$ cat src/rtl/fewcore_pkg.sv
// -----------------------------------------------------------------------------
// fewcore_pkg
// Shared types and constants for the fewcore front end.
//   INST_W           : instruction word width
//   RESET_PC_DEFAULT : default first fetch address after reset
//   fq_state_e       : fetch-queue control FSM states
//   fq_entry_t       : one buffered fetch entry {inst, pc}
// -----------------------------------------------------------------------------
package fewcore_pkg;

    localparam int          INST_W           = 32;
    localparam logic [31:0] RESET_PC_DEFAULT = 32'h0000_0000;

    typedef enum logic [1:0] {
        FQ_BOOT,
        FQ_RUN,
        FQ_FULL,
        FQ_REDIRECT
    } fq_state_e;

    typedef struct packed {
        logic [INST_W-1:0] inst;
        logic [31:0]       pc;
    } fq_entry_t;

endpackage

$ cat src/rtl/fetch_queue_if.sv
// -----------------------------------------------------------------------------
// fetch_queue_if
// Bundles the fetch queue's instruction-memory port, its decode-side
// valid/ready port and the redirect request from execute.
//   originPc        : redirect request from execute
//   pcBranch        : redirect target (word aligned)
//   imemAddress     : instruction-memory read address
//   imemReadEnabled : read request this cycle
//   imemData        : read data, one cycle after an accepted request
//   outValid        : head instruction available to decode
//   outInst/outPc   : head instruction word and its PC
//   outReady        : decode accepts the head this cycle
// Modports: master = fetch queue side, slave = memory/decode/execute side.
// -----------------------------------------------------------------------------
interface fetch_queue_if;
    import fewcore_pkg::*;

    logic              originPc;
    logic [31:0]       pcBranch;
    logic [31:0]       imemAddress;
    logic              imemReadEnabled;
    logic [INST_W-1:0] imemData;
    logic              outValid;
    logic [INST_W-1:0] outInst;
    logic [31:0]       outPc;
    logic              outReady;

    modport master (
        input  originPc, pcBranch, imemData, outReady,
        output imemAddress, imemReadEnabled, outValid, outInst, outPc
    );

    modport slave (
        output originPc, pcBranch, imemData, outReady,
        input  imemAddress, imemReadEnabled, outValid, outInst, outPc
    );

endinterface

$ cat src/rtl/fetch_fifo.sv
// -----------------------------------------------------------------------------
// fetch_fifo
// Synchronous FIFO of fetch entries with flush.
//   clk     : clock
//   reset   : synchronous, active-low
//   i_flush : empty the FIFO at the next edge (dominates push/pop)
//   i_push  : write i_data at the tail
//   i_data  : entry to write
//   i_pop   : remove the head entry
//   o_head  : head entry (contents undefined while empty)
//   o_count : number of stored entries, 0..DEPTH
// DEPTH must be a power of two so the pointers wrap naturally.
// -----------------------------------------------------------------------------
module fetch_fifo
    import fewcore_pkg::*;
#(
    parameter int DEPTH = 4
) (
    input  logic                         clk,
    input  logic                         reset,
    input  logic                         i_flush,
    input  logic                         i_push,
    input  fq_entry_t                    i_data,
    input  logic                         i_pop,
    output fq_entry_t                    o_head,
    output logic [$clog2(DEPTH+1)-1:0]   o_count
);

    localparam int AW = $clog2(DEPTH);
    localparam int CW = $clog2(DEPTH + 1);

    fq_entry_t        r_mem [DEPTH];
    logic [AW-1:0]    r_rd_ptr;
    logic [AW-1:0]    r_wr_ptr;
    logic [CW-1:0]    r_count;
    logic             w_do_push;
    logic             w_do_pop;

    // A push into a full FIFO is only legal when the head leaves the same cycle.
    assign w_do_pop  = i_pop && (r_count != '0);
    assign w_do_push = i_push && ((r_count != CW'(DEPTH)) || w_do_pop);

    // NOTE: state is updated with non-blocking assignments so every register
    // samples the pre-edge values, independent of statement order.
    always_ff @(posedge clk) begin
        if (!reset || i_flush) begin
            r_rd_ptr <= '0;
            r_wr_ptr <= '0;
            r_count  <= '0;
        end else begin
            if (w_do_push) r_wr_ptr <= r_wr_ptr + AW'(1);
            if (w_do_pop)  r_rd_ptr <= r_rd_ptr + AW'(1);
            case ({w_do_push, w_do_pop})
                2'b10:   r_count <= r_count + CW'(1);
                2'b01:   r_count <= r_count - CW'(1);
                default: r_count <= r_count;
            endcase
        end
    end

    // NOTE: the storage array has no reset; pointers and count define what is
    // valid, and the top masks the head while the FIFO is empty.
    always_ff @(posedge clk) begin
        if (w_do_push && !i_flush) begin
            r_mem[r_wr_ptr] <= i_data;
        end
    end

    assign o_head  = r_mem[r_rd_ptr];
    assign o_count = r_count;

endmodule

$ cat src/rtl/fetch_queue.sv
// -----------------------------------------------------------------------------
// fetch_queue
// Instruction prefetch stage: issues sequential instruction-memory reads,
// buffers returned words with their PCs and hands them to decode under a
// valid/ready handshake. A redirect from execute flushes everything buffered
// or in flight and restarts fetch at the branch target.
//   clk   : clock
//   reset : synchronous, active-low
//   bus   : fetch_queue_if.master (imem port, decode port, redirect)
// Parameters: DEPTH (FIFO entries, power of two, >= 2), RESET_PC.
// Optional macro FETCHQ_BYPASS_EN: a response arriving while the FIFO is
// empty is presented to decode the same cycle, and is not written if taken.
// -----------------------------------------------------------------------------
module fetch_queue
    import fewcore_pkg::*;
#(
    parameter int          DEPTH    = 4,
    parameter logic [31:0] RESET_PC = RESET_PC_DEFAULT
) (
    input  logic          clk,
    input  logic          reset,
    fetch_queue_if.master bus
);

    localparam int            CW      = $clog2(DEPTH + 1);
    localparam int            SW      = CW + 1;
    localparam logic [SW-1:0] DEPTH_S = SW'(DEPTH);

    fq_state_e     r_state;
    fq_state_e     w_state_next;
    logic [31:0]   r_pc;
    logic [31:0]   r_inflight_pc;
    logic          r_inflight;
    logic          r_stale;

    logic          w_req;
    logic          w_resp_valid;
    logic          w_push;
    logic          w_pop;
    logic          w_head_valid;
    logic [CW-1:0] w_count;
    logic [SW-1:0] w_sum;
    logic [SW-1:0] w_sum_next;
    fq_entry_t     w_resp;
    fq_entry_t     w_fifo_head;
    fq_entry_t     w_head;

    assign w_resp       = '{inst: bus.imemData, pc: r_inflight_pc};
    assign w_resp_valid = r_inflight && !r_stale;

    // Credit uses registered occupancy only: a pop this cycle frees a slot
    // for the next cycle's request, not this one.
    assign w_sum      = SW'(w_count) + SW'(r_inflight);
    assign w_sum_next = SW'(w_count) + SW'(w_push) - SW'(w_pop) + SW'(w_req);

    // ---------------------------------------------------------------- FIFO
    fetch_fifo #(
        .DEPTH (DEPTH)
    ) u_fifo (
        .clk     (clk),
        .reset   (reset),
        .i_flush (bus.originPc),
        .i_push  (w_push),
        .i_data  (w_resp),
        .i_pop   (w_pop),
        .o_head  (w_fifo_head),
        .o_count (w_count)
    );

    // ------------------------------------------------- decode-side handshake
    // NOTE: every signal written here gets a default first so no path leaves
    // it unassigned, which would otherwise infer a latch.
    always_comb begin
        w_push       = w_resp_valid && !bus.originPc;
        w_head       = w_fifo_head;
        w_head_valid = (w_count != '0);
`ifdef FETCHQ_BYPASS_EN
        if ((w_count == '0) && w_resp_valid) begin
            w_head       = w_resp;
            w_head_valid = 1'b1;
            // Taken straight from the memory port: nothing to write.
            if (bus.outReady && !bus.originPc) w_push = 1'b0;
        end
`endif
        bus.outValid = w_head_valid && !bus.originPc;
        bus.outInst  = w_head_valid ? w_head.inst : '0;
        bus.outPc    = w_head_valid ? w_head.pc   : '0;
        // A bypassed word is never in the FIFO, so only count!=0 pops it.
        w_pop        = bus.outValid && bus.outReady && (w_count != '0);
    end

    // ------------------------------------------------ FSM: state register
    always_ff @(posedge clk) begin
        if (!reset) r_state <= FQ_BOOT;
        else        r_state <= w_state_next;
    end

    // ------------------------------------------------ FSM: next state
    // FULL is entered exactly when next cycle's registered occupancy plus
    // in-flight reaches DEPTH, so the state always matches the credit rule.
    always_comb begin
        w_state_next = r_state;
        if (bus.originPc) begin
            w_state_next = FQ_REDIRECT;
        end else if (r_state == FQ_BOOT) begin
            w_state_next = FQ_RUN;
        end else if (w_sum_next == DEPTH_S) begin
            w_state_next = FQ_FULL;
        end else begin
            w_state_next = FQ_RUN;
        end
    end

    // ------------------------------------------------ FSM: outputs
    always_comb begin
        w_req = 1'b0;
        case (r_state)
            FQ_RUN:      w_req = (w_sum < DEPTH_S);
            FQ_REDIRECT: w_req = 1'b1;
            default:     w_req = 1'b0;
        endcase
        bus.imemReadEnabled = w_req;
        bus.imemAddress     = r_pc;
    end

    // ------------------------------------------- PC and in-flight tracking
    always_ff @(posedge clk) begin
        if (!reset) begin
            r_pc          <= RESET_PC;
            r_inflight    <= 1'b0;
            r_inflight_pc <= '0;
            r_stale       <= 1'b0;
        end else begin
            r_inflight <= w_req;
            // A read issued in the redirect cycle belongs to the old path.
            r_stale    <= w_req && bus.originPc;
            if (w_req) r_inflight_pc <= r_pc;
            if (bus.originPc)  r_pc <= bus.pcBranch;
            else if (w_req)    r_pc <= r_pc + 32'd4;
        end
    end

endmodule
$ cat src/flat_wrapper.sv
// flat-port wrapper written by rule: the top's interface ports become plain ports
module fetch_queue_flat import fewcore_pkg::*;
#(
    parameter int          DEPTH    = 4,
    parameter logic [31:0] RESET_PC = RESET_PC_DEFAULT
)
  (clk, reset, bus_originPc, bus_pcBranch, bus_imemData, bus_outReady, bus_imemAddress, bus_imemReadEnabled, bus_outValid, bus_outInst, bus_outPc);
  fetch_queue_if bus_i ();
  input  logic clk;
  input  logic reset;
  input wire logic [$bits(bus_i.originPc)-1:0] bus_originPc;
  input wire logic [$bits(bus_i.pcBranch)-1:0] bus_pcBranch;
  input wire logic [$bits(bus_i.imemData)-1:0] bus_imemData;
  input wire logic [$bits(bus_i.outReady)-1:0] bus_outReady;
  output wire logic [$bits(bus_i.imemAddress)-1:0] bus_imemAddress;
  output wire logic [$bits(bus_i.imemReadEnabled)-1:0] bus_imemReadEnabled;
  output wire logic [$bits(bus_i.outValid)-1:0] bus_outValid;
  output wire logic [$bits(bus_i.outInst)-1:0] bus_outInst;
  output wire logic [$bits(bus_i.outPc)-1:0] bus_outPc;
  assign bus_i.originPc = bus_originPc;
  assign bus_i.pcBranch = bus_pcBranch;
  assign bus_i.imemData = bus_imemData;
  assign bus_i.outReady = bus_outReady;
  assign bus_imemAddress = bus_i.imemAddress;
  assign bus_imemReadEnabled = bus_i.imemReadEnabled;
  assign bus_outValid = bus_i.outValid;
  assign bus_outInst = bus_i.outInst;
  assign bus_outPc = bus_i.outPc;
  fetch_queue #(.DEPTH(DEPTH), .RESET_PC(RESET_PC)) u_core (.clk(clk), .reset(reset), .bus(bus_i));
endmodule
$ cat config.mk
export PLATFORM = sky130hd
export DESIGN_NAME = fetch_queue_flat
export DESIGN_NICKNAME = d
export VERILOG_FILES = /design/src/rtl/fewcore_pkg.sv /design/src/rtl/fetch_queue_if.sv /design/src/rtl/fetch_fifo.sv /design/src/rtl/fetch_queue.sv /design/src/flat_wrapper.sv
export SDC_FILE = /design/constraint.sdc
export NUM_CORES = 1
export LEC_CHECK = 0
export ABC_CLOCK_PERIOD_IN_PS = 6300
export BUFFER_PORTS_ARGS = -buffer_cell sky130_fd_sc_hd__buf_2
export CAP_MARGIN = 5
export CORE_ASPECT_RATIO = 0.75
export CORE_MARGIN = 2
export CORE_UTILIZATION = 45
export DETAILED_ROUTE_END_ITERATION = 8
export PLACE_DENSITY_LB_ADDON = 0.15
export SYNTH_ARGS = -nofsm -noshare
export SYNTH_HDL_FRONTEND = slang
export SYNTH_SLANG_ARGS = --single-unit
$ cat constraint.sdc
create_clock -name clk -period 6.3 [get_ports clk]
set_input_delay 1.26 -clock clk [delete_from_list [all_inputs] [get_ports clk]]
set_output_delay 1.26 -clock clk [all_outputs]
set_load 0.1 [all_outputs]
* Word-level counts from Yosys, hierarchy flattened *
Memory sizes are Yosys's and may differ from the RTL's. A register that Yosys moved wholly into a read port is not among the register bits.
Index checks and enable logic that the tools add are counted.

storage, ports and cells
  register bits = 75
  bits in writable memories = 256
  word-level logic and storage cells = 56
  memories kept = 1

operators by class
  add/subtract/negate cells = 9
  $lt $le $gt $ge = 1
  equal/unequal tests = 6
  mux-type cells = 13
  reduce and logical (&&, ||, !) cells = 18

memory list
  name                 words  width  rd ports  clocked after Yosys merged registers in  write ports  RTL line          text
  u_core.u_fifo.r_mem  4      64     1         1                                        1            fetch_fifo.sv:32  fq_entry_t r_mem [DEPTH];

operators by type and width
  kind                                                count
  2-to-1 mux 32 bit                                   4
  adder 32 x 3 -> 32 bit, second input constant       1
  2-to-1 mux 2 bit                                    5
  logical AND 1 bit                                   9
  adder 3 x 1 -> 4 bit                                2
  case mux 3 bit (2 select lines)                     1
  adder 2 x 1 -> 2 bit, second input constant         2
  adder 4 x 1 -> 4 bit                                1
  == test 2 x 1 -> 1 bit, second input constant       2
  == test 2 bit, second input constant                2
  == test 4 x 3 -> 1 bit, second input constant       1
  < comparator 4 x 3 -> 1 bit, second input constant  1
  nonzero test 2 bit                                  2
  subtractor 4 x 1 -> 4 bit                           1
  adder 3 x 1 -> 3 bit, second input constant         1
  logical NOT 1 bit                                   3
  != test 3 bit, second input constant                1
  nonzero test 3 bit                                  1
  subtractor 3 x 1 -> 3 bit, second input constant    1
  logical NOT 2 bit                                   1
  logical OR 1 bit                                    2
  2-to-1 mux 1 bit                                    2
  case mux 1 bit (2 select lines)                     1

* Logic depth before layout (Yosys ltp) *
Gate-level depths: netlist of run 1.

  word-level depth = 10
  gate-level depth with buffers = 12

* By module *
A second synthesis of run 1 with hierarchy kept.

second synthesis, totals
  cell total of the unflattened synthesis = 867
  area total of the unflattened synthesis = 13533.0 µm²

by module, submodules not included
  module       instances  cells an instance  area an instance (µm²)  sequential area each (µm²)
  fetch_fifo   1          399                9855.7                  7867.5
  fetch_queue  1          468                3677.3                  1361.3

* Least setup slack after synthesis of run 1 *
No wires, ideal clock.

  kind = input -> register
  start = in bus_originPc
  end = mem u_core.u_fifo.r_mem[0][0] (netlist name) (enable)
  arrival time = 3.543 ns
  setup slack = 2.328 ns
  stages = 5
  buffers on the path = 1
  cells stage by stage = clkbuf_1 -> inv_1 -> nand2b_1 -> nor2_1 -> and2_1

between the ends
  cells in the longest elaborated chain, start to end = 10
  elaborated cells between the ends (all ways) = 11

RTL lines
  what                                      RTL line                                                text
  start, declared                           flat_wrapper.sv:11                                      input wire logic [$bits(bus_i.originPc)-1:0] bus_originPc;
  logical NOT 1 bit *                       fetch_fifo.sv:64, fetch_queue.sv:74, fetch_queue.sv:85
  logical AND 1 bit                         fetch_queue.sv:85                                       bus.outValid = w_head_valid && !bus.originPc;
  logical AND 1 bit (2 in series)           fetch_queue.sv:89                                       w_pop = bus.outValid && bus.outReady && (w_count != '0);
  logical AND 1 bit                         fetch_fifo.sv:40                                        assign w_do_pop = i_pop && (r_count != '0);
  logical OR 1 bit                          fetch_fifo.sv:41                                        assign w_do_push = i_push && ((r_count != CW'(DEPTH)) || w_do_pop);
  logical AND 1 bit                         fetch_fifo.sv:41
  logical AND 1 bit *                       fetch_fifo.sv:64                                        if (w_do_push && !i_flush) begin
  2-to-1 mux 1 bit *                        fetch_fifo.sv:64
  2-to-1 mux 1 bit (implied by the code) *  fetch_fifo.sv:65                                        r_mem[r_wr_ptr] <= i_data;
  end, declared                             fetch_fifo.sv:32

Every way passes the cells marked *; elsewhere a longest branch is shown, timed or not.

* Final worst setup path of run 1 *
  start = reg u_core.u_fifo.r_count[1], in the netlist u_core.u_fifo.o_count[1]
  end = out bus_imemReadEnabled

between the ends
  cells in the longest elaborated chain, start to end = 3

RTL lines
  what                             RTL line            text
  start, declared                  fetch_fifo.sv:35    logic [CW-1:0] r_count;
  start signal, assigned           fetch_fifo.sv:54    2'b10: r_count <= r_count + CW'(1);
  start signal, assigned           fetch_fifo.sv:55    2'b01: r_count <= r_count - CW'(1);
  start signal, assigned           fetch_fifo.sv:56    default: r_count <= r_count;
  adder 3 x 1 -> 4 bit             fetch_queue.sv:53   assign w_sum = SW'(w_count) + SW'(r_inflight);
  < comparator 4 x 3 -> 1 bit      fetch_queue.sv:118  FQ_RUN: w_req = (w_sum < DEPTH_S);
  case mux 1 bit (2 select lines)  fetch_queue.sv:117  case (r_state)
  end, declared                    flat_wrapper.sv:16  output wire logic [$bits(bus_i.imemReadEnabled)-1:0] bus_imemReadEnabled;

Every way passes these cells.

==> qor.csv, run 1 <==
metric,value,unit
antenna_cells,0,
required,5.04,ns
vias,7431,
drv_cap,0,
finalNonFillerCells,1410,
fp.dieW,202,um
multi_input_area,3780,sq um
htreeDepth,2,
finalSetupViolCount,0,
ys_types,47,
yosys.area_share.simple,8.91,%
worstHoldStart,u_core.bus.imemAddress[1]$_SDFFE_PN0P_,
routed_wire_length_per_instance,20.0,um
relSlewSlack,30.0,%
grt_usage,18.2,%
worst_pin_slew,1.05,ns
synth-seq-cells,333,
die-area,30800,sq um
fmax,235,MHz
port_buffers,165,
min_period,4.25,ns
final_layout_size_suffix_gt1_share,29.2,%
antenna_found_initial,1,
ys.flop_type,edfxtp_1,
synth_compound_area_share,5.25,%
finalSetupTns,0,ns
cp.arrival,2.99,ns
totalWireLength,28200,um
critPathKind,reg2out,
r2r_start,u_core.u_fifo.o_count[1]$_SDFFE_PP0P_,
met1Wirelength,13000,um
min_path_type,reg2reg,
synth_area_per_cell,15.9,sq um
hold_buffers,0,
slew_violations,0,
clk_pin_slew,0.07,ns
dp_cells,1349,
synth_edf_count,256,
final_net_count,1074,
insertion_delay,0.50,ns
floorplan.rows,54,
yosysWarningCount,0,
vdd_drop_max,0.159,mV
routabilityCongestion,0.733,
ant_nets,0,
grt-ovfl-total,0,
wl_met3,1480,um
cts_num_sinks,333,
regArea,9240,sq um
rsz0062_at_grt,no,
drc_errors,0,
top_layer_used,met4,
cts_root_buf,clkbuf_16,
fin_total_pwr,0.00495,W
core_region_area,29000,sq um
synth_adder_area_share,1.40,%
cts_repair_resize_count,0,
dr_wl_met2,13300,um
grt_pass1_wl,43400,um
drt_iter0_drc,409,
routed_via_density,5.27,
end_kind,primary output,
synthCells,831,
p_leak,5.47,nW
grt_max_degree,70,
skew,0.0127,ns
syn_area,13200,sq um
cts_buffer_depth,3,
async_flop_share,0,%
tritoncts,done,
fp.dieH,153,um
outcome,completed,
n_fill_cell,2401,
finalCritPeriodShare,67.5,%
first_pass_iters,5,
areaGrowthSynthToFinish,17.9,%
synthMuxAreaShare,11.2,%
hold_violations,0,
yosysSeqAreaShare,69.7,%
dp_hpwl,16500,um
powerDensity,317,nW/um^2
crit_fanout,36,
post_cts_buffers,0,
grt_pass1_vias,7477,
io-pin-count,166,
syn_nets,912,
post-route-util,53.9,%
crit_path_start,u_core.u_fifo.o_count[1]$_SDFFE_PP0P_,
setup.worst_path.start_class,register,
numCtsBuffers,34,
synth-xor-area-share,1.72,%
synth_top_family_by_area,multiplexers,
initial_core_util,45.7,%
[metal layers]
layer | global-route usage (%) | vias to the layer above
met5 | 0 | -
met4 | 3.99 | 0
met3 | 3.36 | 34
met2 | 29.7 | 186
met1 | 25.7 | 3733
li1 | - | 3478
[final cells by class]
type,count,area share [%]
clock inverters,18,1.68
clock buffers,43,5.87
multi-input cells,439,24.2
repair buffers,172,5.63
flip-flops and latches,333,59.2
well taps,392,3.14
inverters,13,0.313
[report_power, final]
| part | switching, W | internal (W) |
|---|---|---|
| Clock | 0.000828 | 0.00129 |
| Combinational | 0.000310 | 0.0000842 |
| Sequential | 0.0000403 | 0.00240 |
| Total | 0.00118 | 0.00377 |
[state kept, by name, summed over array words and instances (netlist names), named ones only]
register                count
u_core.u_fifo.r_rd_ptr      2
u_core.u_fifo.o_count       3
u_core.r_inflight_pc       32
u_core.bus.imemAddress     32
u_core.u_fifo.r_wr_ptr      2
u_core.r_stale              1
u_core.r_state              2
u_core.u_fifo.r_mem       256
u_core.r_inflight           1
[layout by cell type (no fill, tap or decap), types with 6 or more instances in the layout]
| cell | count |
|---|---|
| buf_2 | 165 |
| bufinv_16 | 6 |
| clkinv_1 | 6 |
| ha_1 | 10 |
| a21oi_1 | 17 |
| xor2_1 | 12 |
| mux4_2 | 64 |
| and3_1 | 8 |
| xnor2_1 | 14 |
| edfxtp_1 | 256 |
| a31oi_1 | 10 |
| nand2_1 | 76 |
| nand3_1 | 15 |
| nor2_1 | 13 |
| a21boi_0 | 33 |
| and2_1 | 66 |
| dfxtp_1 | 75 |
| nand4_1 | 7 |
| buf_4 | 7 |
| inv_1 | 11 |
| clkbuf_16 | 35 |
| clkbuf_1 | 7 |
| o21ai_0 | 34 |
[cell usage after synthesis (all sizes together) (6+ instances only)]
cell type / count / area (sq um)
o21ai: 34 / 170
a21oi: 17 / 85.1
nand3: 15 / 75.1
xor2: 12 / 105
nand2: 76 / 285
nand4: 7 / 43.8
or3: 6 / 45.0
dfxtp: 77 / 1540
and2: 70 / 438
a31oi: 10 / 62.6
xnor2: 14 / 123
and3: 8 / 50.1
mux4: 64 / 1440
inv: 13 / 48.8
ha: 10 / 125
clkbuf: 33 / 124
a21boi: 33 / 248
nor2: 13 / 48.8
buf: 13 / 66.3
edfxtp: 256 / 7690
[through the flow]
stage	instance area, sq um	setup WS (ns)	hold slack (ns)
after floorplan	13200	2.33	0.460
after global placement	14400	2.33	0.490
after detailed placement	14400	2.31	0.496
after CTS	15600	2.03	0.509
after global routing	15600	1.91	0.527
final	15600	2.05	0.508
[cell families (layout without fill, tap and decap cells)]
kind of cell | Yosys count | after routing
mux | 68 | 68
fa+ha+maj | 13 | 13
simple gates | 223 | 223
buf+inv | 59 | 246
flops | 333 | 333
compound gates | 109 | 109
xor+xnor | 26 | 26
[critical path: stages, from the launching register on]
cell      delay, ns
dfxtp_1        0.38
ha_1           0.25
o211a_1        0.23
o221ai_1       0.17
buf_4          0.24
nand2_1        0.10
inv_2          0.54
buf_2          0.56
[path summary, 6_finish.rpt]
path | slack (ns) | end | depth (start not counted)
worst max register to register | 2.58 | u_core.r_state[0]$_SDFF_PN0_ | 11
worst min-delay path | 0.51 | u_core.r_inflight_pc[1]$_SDFFE_PN0P_ | 2
worst max-delay path | 2.05 | bus_imemReadEnabled | 7
worst min register to register | 0.51 | u_core.r_inflight_pc[1]$_SDFFE_PN0P_ | 2
Power figures use the tool's default switching activity.
==> run 2: changes to the inputs <==
--- a/config.mk
+++ b/config.mk
@@ -5,7 +5,8 @@
 export SDC_FILE = /design/constraint.sdc
 export NUM_CORES = 1
 export LEC_CHECK = 0
-export ABC_CLOCK_PERIOD_IN_PS = 6300
+export ABC_AREA = 1
+export ABC_CLOCK_PERIOD_IN_PS = 3600
 export BUFFER_PORTS_ARGS = -buffer_cell sky130_fd_sc_hd__buf_2
 export CAP_MARGIN = 5
 export CORE_ASPECT_RATIO = 0.75
==> constraint.sdc (replaced) <==
create_clock -name clk -period 3.6 [get_ports clk]
set_input_delay 0.72 -clock clk [delete_from_list [all_inputs] [get_ports clk]]
set_output_delay 0.72 -clock clk [all_outputs]
set_load 0.1 [all_outputs]
==> run 2 against run 1 <==
Against the previous run:
- worst setup slack got worse by 1.8 ns
- via count rose by 37%
- die area rose by 5.9%
- area after synthesis rose by 6.1%
- cell area rose by 8.9%
- worst hold slack got worse by 0.087 ns
- synthesized cell count rose by 68%
- final cell count rose by 40%
- sequential share of layout area fell by 4.8 points
- critical endpoint is now bus_outInst[5]
- highest routed layer unchanged
==> qor.csv, run 2 <==
metric,value,unit,change
synth_commonest_cells,"nor2_1 (376), edfxtp_1 (256), o21ai_0 (166)",,
powerDensity,503,nW/um^2,+59%
routed_via_density,5.17,,-1.9%
fp.dieW,208,um,+2.9%
synth_edf_count,256,,unchanged
rsz0062_at_grt,no,,
hold_depth,1,,-1
skew,0.0182,ns,+0.00546 ns
dp_hpwl,21400,um,+30%
placed_cell_area,15900,sq um,+10%
drv_cap,0,,unchanged
routabilityCongestion,0.891,,+22%
drc_errors,0,,unchanged
regArea,9230,sq um,about the same
synth.top_cell.area_share,54.7,%,-3.3 points
syn_nets,1481,,+62%
grt-ovfl-total,0,,unchanged
finalSetupViolCount,0,,unchanged
grt_pass1_vias,9622,,+29%
first_pass_iters,5,,unchanged
finalCritPeriodShare,92.9,%,
cts_num_sinks,333,,unchanged
die-area,32600,sq um,+5.9%
r2r_start,u_core.u_fifo.o_count[1]$_SDFFE_PP0P_,,
crit_chain,inv_1 > nand3_1 > inv_2 > buf_4 > a21oi_1 > buf_2,,
hold_buffers,0,,unchanged
worst_pin_slew,0.892,ns,-0.159 ns
multi_input_area,4300,sq um,+14%
critPathMaxStageDelay,0.60,ns,+0.04 ns
yosysMostFrequentCell,nor2_1,,
min_path_type,in2reg,,
ant_nets,0,,unchanged
grt_usage,21.2,%,+3.0 points
largest-register,u_core.u_fifo.r_mem,,
core_region_area,30400,sq um,+4.9%
async_flop_share,0,%,unchanged
synth-seq-cells,333,,unchanged
hold_violations,0,,unchanged
areaGrowthSynthToFinish,21.0,%,
place_ws,0.676,ns,-1.64 ns
largest_reg_flops,256,,unchanged
worstHoldStart,bus_imemData[6],,
postLayoutCellArea,17000,sq um,+8.9%
mostFrequentLayoutCell,nor2_1,,
totalWireLength,34400,um,+22%
p_leak,6.30,nW,+15%
ys_top_cells_by_area,"edfxtp_1 (55%), dfxtp_1 (11%), nor2_1 (10%)",,
ys_types,34,,-28%
synth_area_leader_cell,edfxtp_1,,
syn_area,14000,sq um,+6.1%
port_buffers,165,,unchanged
setup.worst_path.start_class,register,,
synth_area_per_cell,10.0,sq um,-37%
floorplan.rows,55,,+1.9%
r2r_slack,0.83,ns,-1.75 ns
final_layout_size_suffix_gt1_share,17.4,%,-12 points
htreeDepth,2,,unchanged
numCtsBuffers,35,,+2.9%
fin_total_pwr,0.00856,W,+73%
rr_worst_depth,12,,+1
vdd_drop_max,0.315,mV,+97%
min_period,3.35,ns,
grt_max_degree,129,,+84%
outcome,completed,,
critPathKind,reg2out,,
slew_violations,0,,unchanged
setup_slack,0.254,ns,-1.79 ns
required,2.88,ns,-2.16 ns
final_net_count,1633,,+52%
fmax,299,MHz,
clk_pin_slew,0.06,ns,about the same
insertion_delay,0.51,ns,about the same
grt_pass1_wl,54300,um,+25%
layout.cells.most_common_list,"nor2_1 (372), edfxtp_1 (256), o21ai_0 (166), nand2_1 (159), buf_2 (126)",,
drt_iter0_drc,771,,+89%
cp.arrival,2.63,ns,-0.36 ns
n_fill_cell,2689,,+12%
cts_buffer_depth,3,,unchanged
routed_wire_length_per_instance,17.4,um,-13%
cts_repair_resize_count,0,,unchanged
synthCells,1400,,+68%
cpMaxStageDelayCell,inv_2,,
crit_fanout,32,,-11%
yosysSeqAreaShare,65.7,%,-4.0 points
yosysWarningCount,0,,unchanged
relSlewSlack,40.6,%,+11 points
whs,0.421,ns,-0.0867 ns
io-pin-count,166,,unchanged
cts_root_buf,clkbuf_16,,
fp.dieH,157,um,+2.9%
tritoncts,done,,
ys.flop_type,edfxtp_1,,
vias,10200,,+37%
post_cts_buffers,0,,unchanged
crit_path_start,u_core.u_fifo.o_count[1]$_SDFFE_PP0P_,,
end_kind,primary output,,
initial_core_util,46.2,%,+0.50 points
antenna_found_initial,1,,unchanged
[run 2: layer usage]
metal  routed length (um)  part of all wire, %  up-vias  global-route usage [%]
met5                    0                    0        -                       0
met4                  592                  1.7        0                    5.00
met3                 1640                  4.8       45                    3.09
met2                15800                   46      241                    33.6
met1                16400                   48     4878                    31.0
li1                     -                    -     5047                       -
[run 2: path summary, 6_finish.rpt]
check	to
setup / recovery	bus_outInst[5]
hold / removal	u_core.u_fifo.r_mem[0][38]$_DFFE_PP_
setup reg to reg	u_core.r_state[0]$_SDFF_PN0_
hold reg to reg	register
[run 2: layout make-up]
type                    count  share of cell area, %
clock buffers              49                   5.90
inverters                  63                   1.40
repair buffers            188                   9.62
well taps                 399                   2.94
multi-input cells         931                   25.3
clock inverters            12                  0.501
diodes                      1                 0.0147
flip-flops and latches    333                   54.3
[run 2: power breakdown]
group | switching, W | internal [W] | total (W)
Combinational | 0.000614 | 0.000194 | 0.000808
Clock | 0.00140 | 0.00202 | 0.00341
Sequential | 0.0000986 | 0.00424 | 0.00433
[run 2: critical path: cells and delay by family, from the launching register on]
kind	cells	cell delay [ns]
compound gates	1	0.07
buf+inv	4	1.49
flops	1	0.36
simple gates	1	0.17
[run 2: kinds of logic after synthesis]
| kind of cell | after synthesis | synth area share, % |
|---|---|---|
| and+or+nand+nor | 614 | 17.8 |
| AOI/OAI and AO/OA | 292 | 10.5 |
| adders and majority gates | 13 | 1.32 |
| buffers and inverters | 136 | 3.86 |
| DFF | 333 | 65.7 |
| xor gates and xnor gates | 12 | 0.749 |
[run 2: metrics by stage]
stage               TNS [ns]  cells  util, %
detailed placement         0   1914     52.3
CTS                        0   1975     55.9
floorplan            -223.46   1400        -
global placement           0   1914     52.3
global route               0   1976     55.9
finish                     0   1976     55.9
==> run 3: changes to the inputs <==
--- a/config.mk
+++ b/config.mk
@@ -5,13 +5,13 @@
 export SDC_FILE = /design/constraint.sdc
 export NUM_CORES = 1
 export LEC_CHECK = 0
-export ABC_AREA = 1
+export ABC_AREA = 0
 export ABC_CLOCK_PERIOD_IN_PS = 3600
 export BUFFER_PORTS_ARGS = -buffer_cell sky130_fd_sc_hd__buf_2
 export CAP_MARGIN = 5
 export CORE_ASPECT_RATIO = 0.75
 export CORE_MARGIN = 2
-export CORE_UTILIZATION = 45
+export CORE_UTILIZATION = 30
 export DETAILED_ROUTE_END_ITERATION = 8
 export PLACE_DENSITY_LB_ADDON = 0.15
 export SYNTH_ARGS = -nofsm -noshare
==> run 3 against run 2 <==
Against the previous run:
- clock-buffer cell count down 3
- worst setup slack better by 0.16 ns
- via count down 27%
- combinational power down 12%
- clock skew down 0.0029 ns
- sequential share of layout area up 3.0 points
- wire length down 6.4%
- non-clock buffer count up 2
- clock power up 8.2%
- highest routed layer unchanged
==> qor.csv, run 3 (synthesis results as in run 1) <==
metric,value,unit,change
min_period,3.19,ns,-0.160 ns
hold_violations,0,,unchanged
clk_pin_slew,0.06,ns,about the same
largest_reg_flops,256,,unchanged
first_pass_iters,4,,-1
port_buffers,165,,unchanged
insertion_delay,0.53,ns,+0.02 ns
routabilityCongestion,0.727,,-18%
floorplan.rows,66,,+20%
grt_usage,14.2,%,-7.0 points
end_kind,primary output,,
numCtsBuffers,36,,+2.9%
drc_errors,0,,unchanged
post_cts_buffers,0,,unchanged
core_region_area,43400,sq um,+43%
hold_buffers,0,,unchanged
totalWireLength,32200,um,-6.4%
grt_pass1_wl,48600,um,-11%
mostFrequentLayoutCell,edfxtp_1,,
relSlewSlack,58.1,%,+18 points
fmax,314,MHz,+5.0%
setup.worst_path.start_class,register,,
r2r_end,u_core.r_state[0]$_SDFF_PN0_,,
r2r_slack,0.59,ns,-0.24 ns
cts_root_buf,clkbuf_16,,
grt-ovfl-total,0,,unchanged
outcome,completed,,
final_layout_size_suffix_gt1_share,30.4,%,+13 points
layout.cells.most_common_list,"edfxtp_1 (256), buf_2 (164), nand2_1 (76), dfxtp_1 (75), and2_1 (66)",,
die-area,45800,sq um,+40%
required,2.88,ns,about the same
endpoint,bus_outPc[28],,
post-route-util,37.1,%,-19 points
io-pin-count,166,,unchanged
top_layer_used,met4,,
routed_wire_length_per_instance,19.9,um,+14%
r2r_start,u_core.u_fifo.o_count[1]$_SDFFE_PP0P_,,
fp.dieW,247,um,+19%
worst_pin_slew,0.612,ns,-0.279 ns
met1Wirelength,15500,um,-5.8%
initial_core_util,30.5,%,-16 points
finalCritPeriodShare,88.5,%,-4.4 points
hold_depth,1,,unchanged
vdd_drop_max,0.265,mV,-16%
ant_nets,0,,unchanged
cts_repair_resize_count,0,,unchanged
fp.dieH,186,um,+18%
dr_wl_met2,14900,um,-5.5%
grt_pass1_vias,7666,,-20%
vias,7502,,-27%
powerDensity,538,nW/um^2,+7.0%
critPathKind,reg2out,,
finalSetupViolCount,0,,unchanged
wl_met3,1410,um,-14%
cts_buffer_depth,3,,unchanged
grt_max_degree,68,,-47%
cp.arrival,2.47,ns,-0.16 ns
htreeDepth,2,,unchanged
routed_via_density,4.63,,-10%
tritoncts,done,,
dp_hpwl,21000,um,-1.9%
min_path_type,in2reg,,
p_leak,5.60,nW,-11%
slew_violations,0,,unchanged
rr_worst_depth,10,,-2
skew,0.0153,ns,-0.00287 ns
areaGrowthSynthToFinish,21.7,%,
finalSetupTns,0,ns,unchanged
cts_num_sinks,333,,unchanged
largest-register,u_core.u_fifo.r_mem,,
rsz0062_at_grt,no,,
drv_cap,0,,unchanged
drt_iter0_drc,394,,-49%
crit_fanout,13,,-59%
final_net_count,1094,,-33%
antenna_found_initial,1,,unchanged
whs,0.401,ns,-0.0204 ns
## run 3: cell count changes in the layout (fill, tap and decap cells not counted), sizes merged, moves of 10 or more
cell	delta
a21boi	+33
mux4	+64
a31oi	+10
nand3	-34
o21ai	-142
inv	-47
nand2	-93
xnor2	+12
and2	+70
nor2	-373
a21oi	-95
## run 3: through the flow
step	std cells	worst slack (ns)	total power (W)	instance area (sq um)
2_1_floorplan	831	0.168	0.00487	13200
3_5_place_dp	1553	0.532	0.00508	14900
3_3_place_gp	1553	0.542	0.00507	14900
5_1_grt	1619	0.299	0.00899	16100
6_report	1620	0.414	0.00867	16100
4_1_cts	1619	0.340	0.00881	16100
## run 3: per-layer routing
layer	global-route usage [%]	vias up
met5	0	-
met4	3.06	0
met3	2.80	35
met2	22.7	147
met1	20.0	3782
li1	-	3538
## run 3: final cells by class
type                    count  area (sq um)
fillers                  4203         27300
clock inverters            20           220
well taps                 578           723
repair buffers            190          1140
flip-flops and latches    333          9240
clock buffers              46           958
diodes                      1          2.50
inverters                  13          48.8
multi-input cells         439          3780
## run 3: power by group
part | internal [W] | total, W | switching [W]
logic | 0.000156 | 0.000708 | 0.000552
clock network | 0.00219 | 0.00369 | 0.00151
registers | 0.00420 | 0.00427 | 0.0000741
## run 3: how the worst min path moves through the flow
stage	startpoint	endpoint	slack [ns]
finish	bus_imemData[4]	u_core.u_fifo.r_mem[0][36]$_DFFE_PP_	0.40
global route	bus_imemData[19]	u_core.u_fifo.r_mem[0][51]$_DFFE_PP_	0.38
CTS	bus_imemData[4]	u_core.u_fifo.r_mem[0][36]$_DFFE_PP_	0.37
detailed placement	u_core.r_inflight_pc[0]$_SDFFE_PN0P_	u_core.u_fifo.r_mem[0][0]$_DFFE_PP_	0.49
global placement	u_core.r_inflight_pc[17]$_SDFFE_PN0P_	u_core.u_fifo.r_mem[2][17]$_DFFE_PP_	0.49
floorplan	u_core.r_inflight_pc[0]$_SDFFE_PN0P_	u_core.u_fifo.r_mem[0][0]$_DFFE_PP_	0.46
## run 3: critical path, cell delays in order, from the launching register on
cell,delay (ns)
dfxtp_4,0.51
buf_4,0.35
mux4_2,0.56
and2_1,0.21
buf_2,0.30
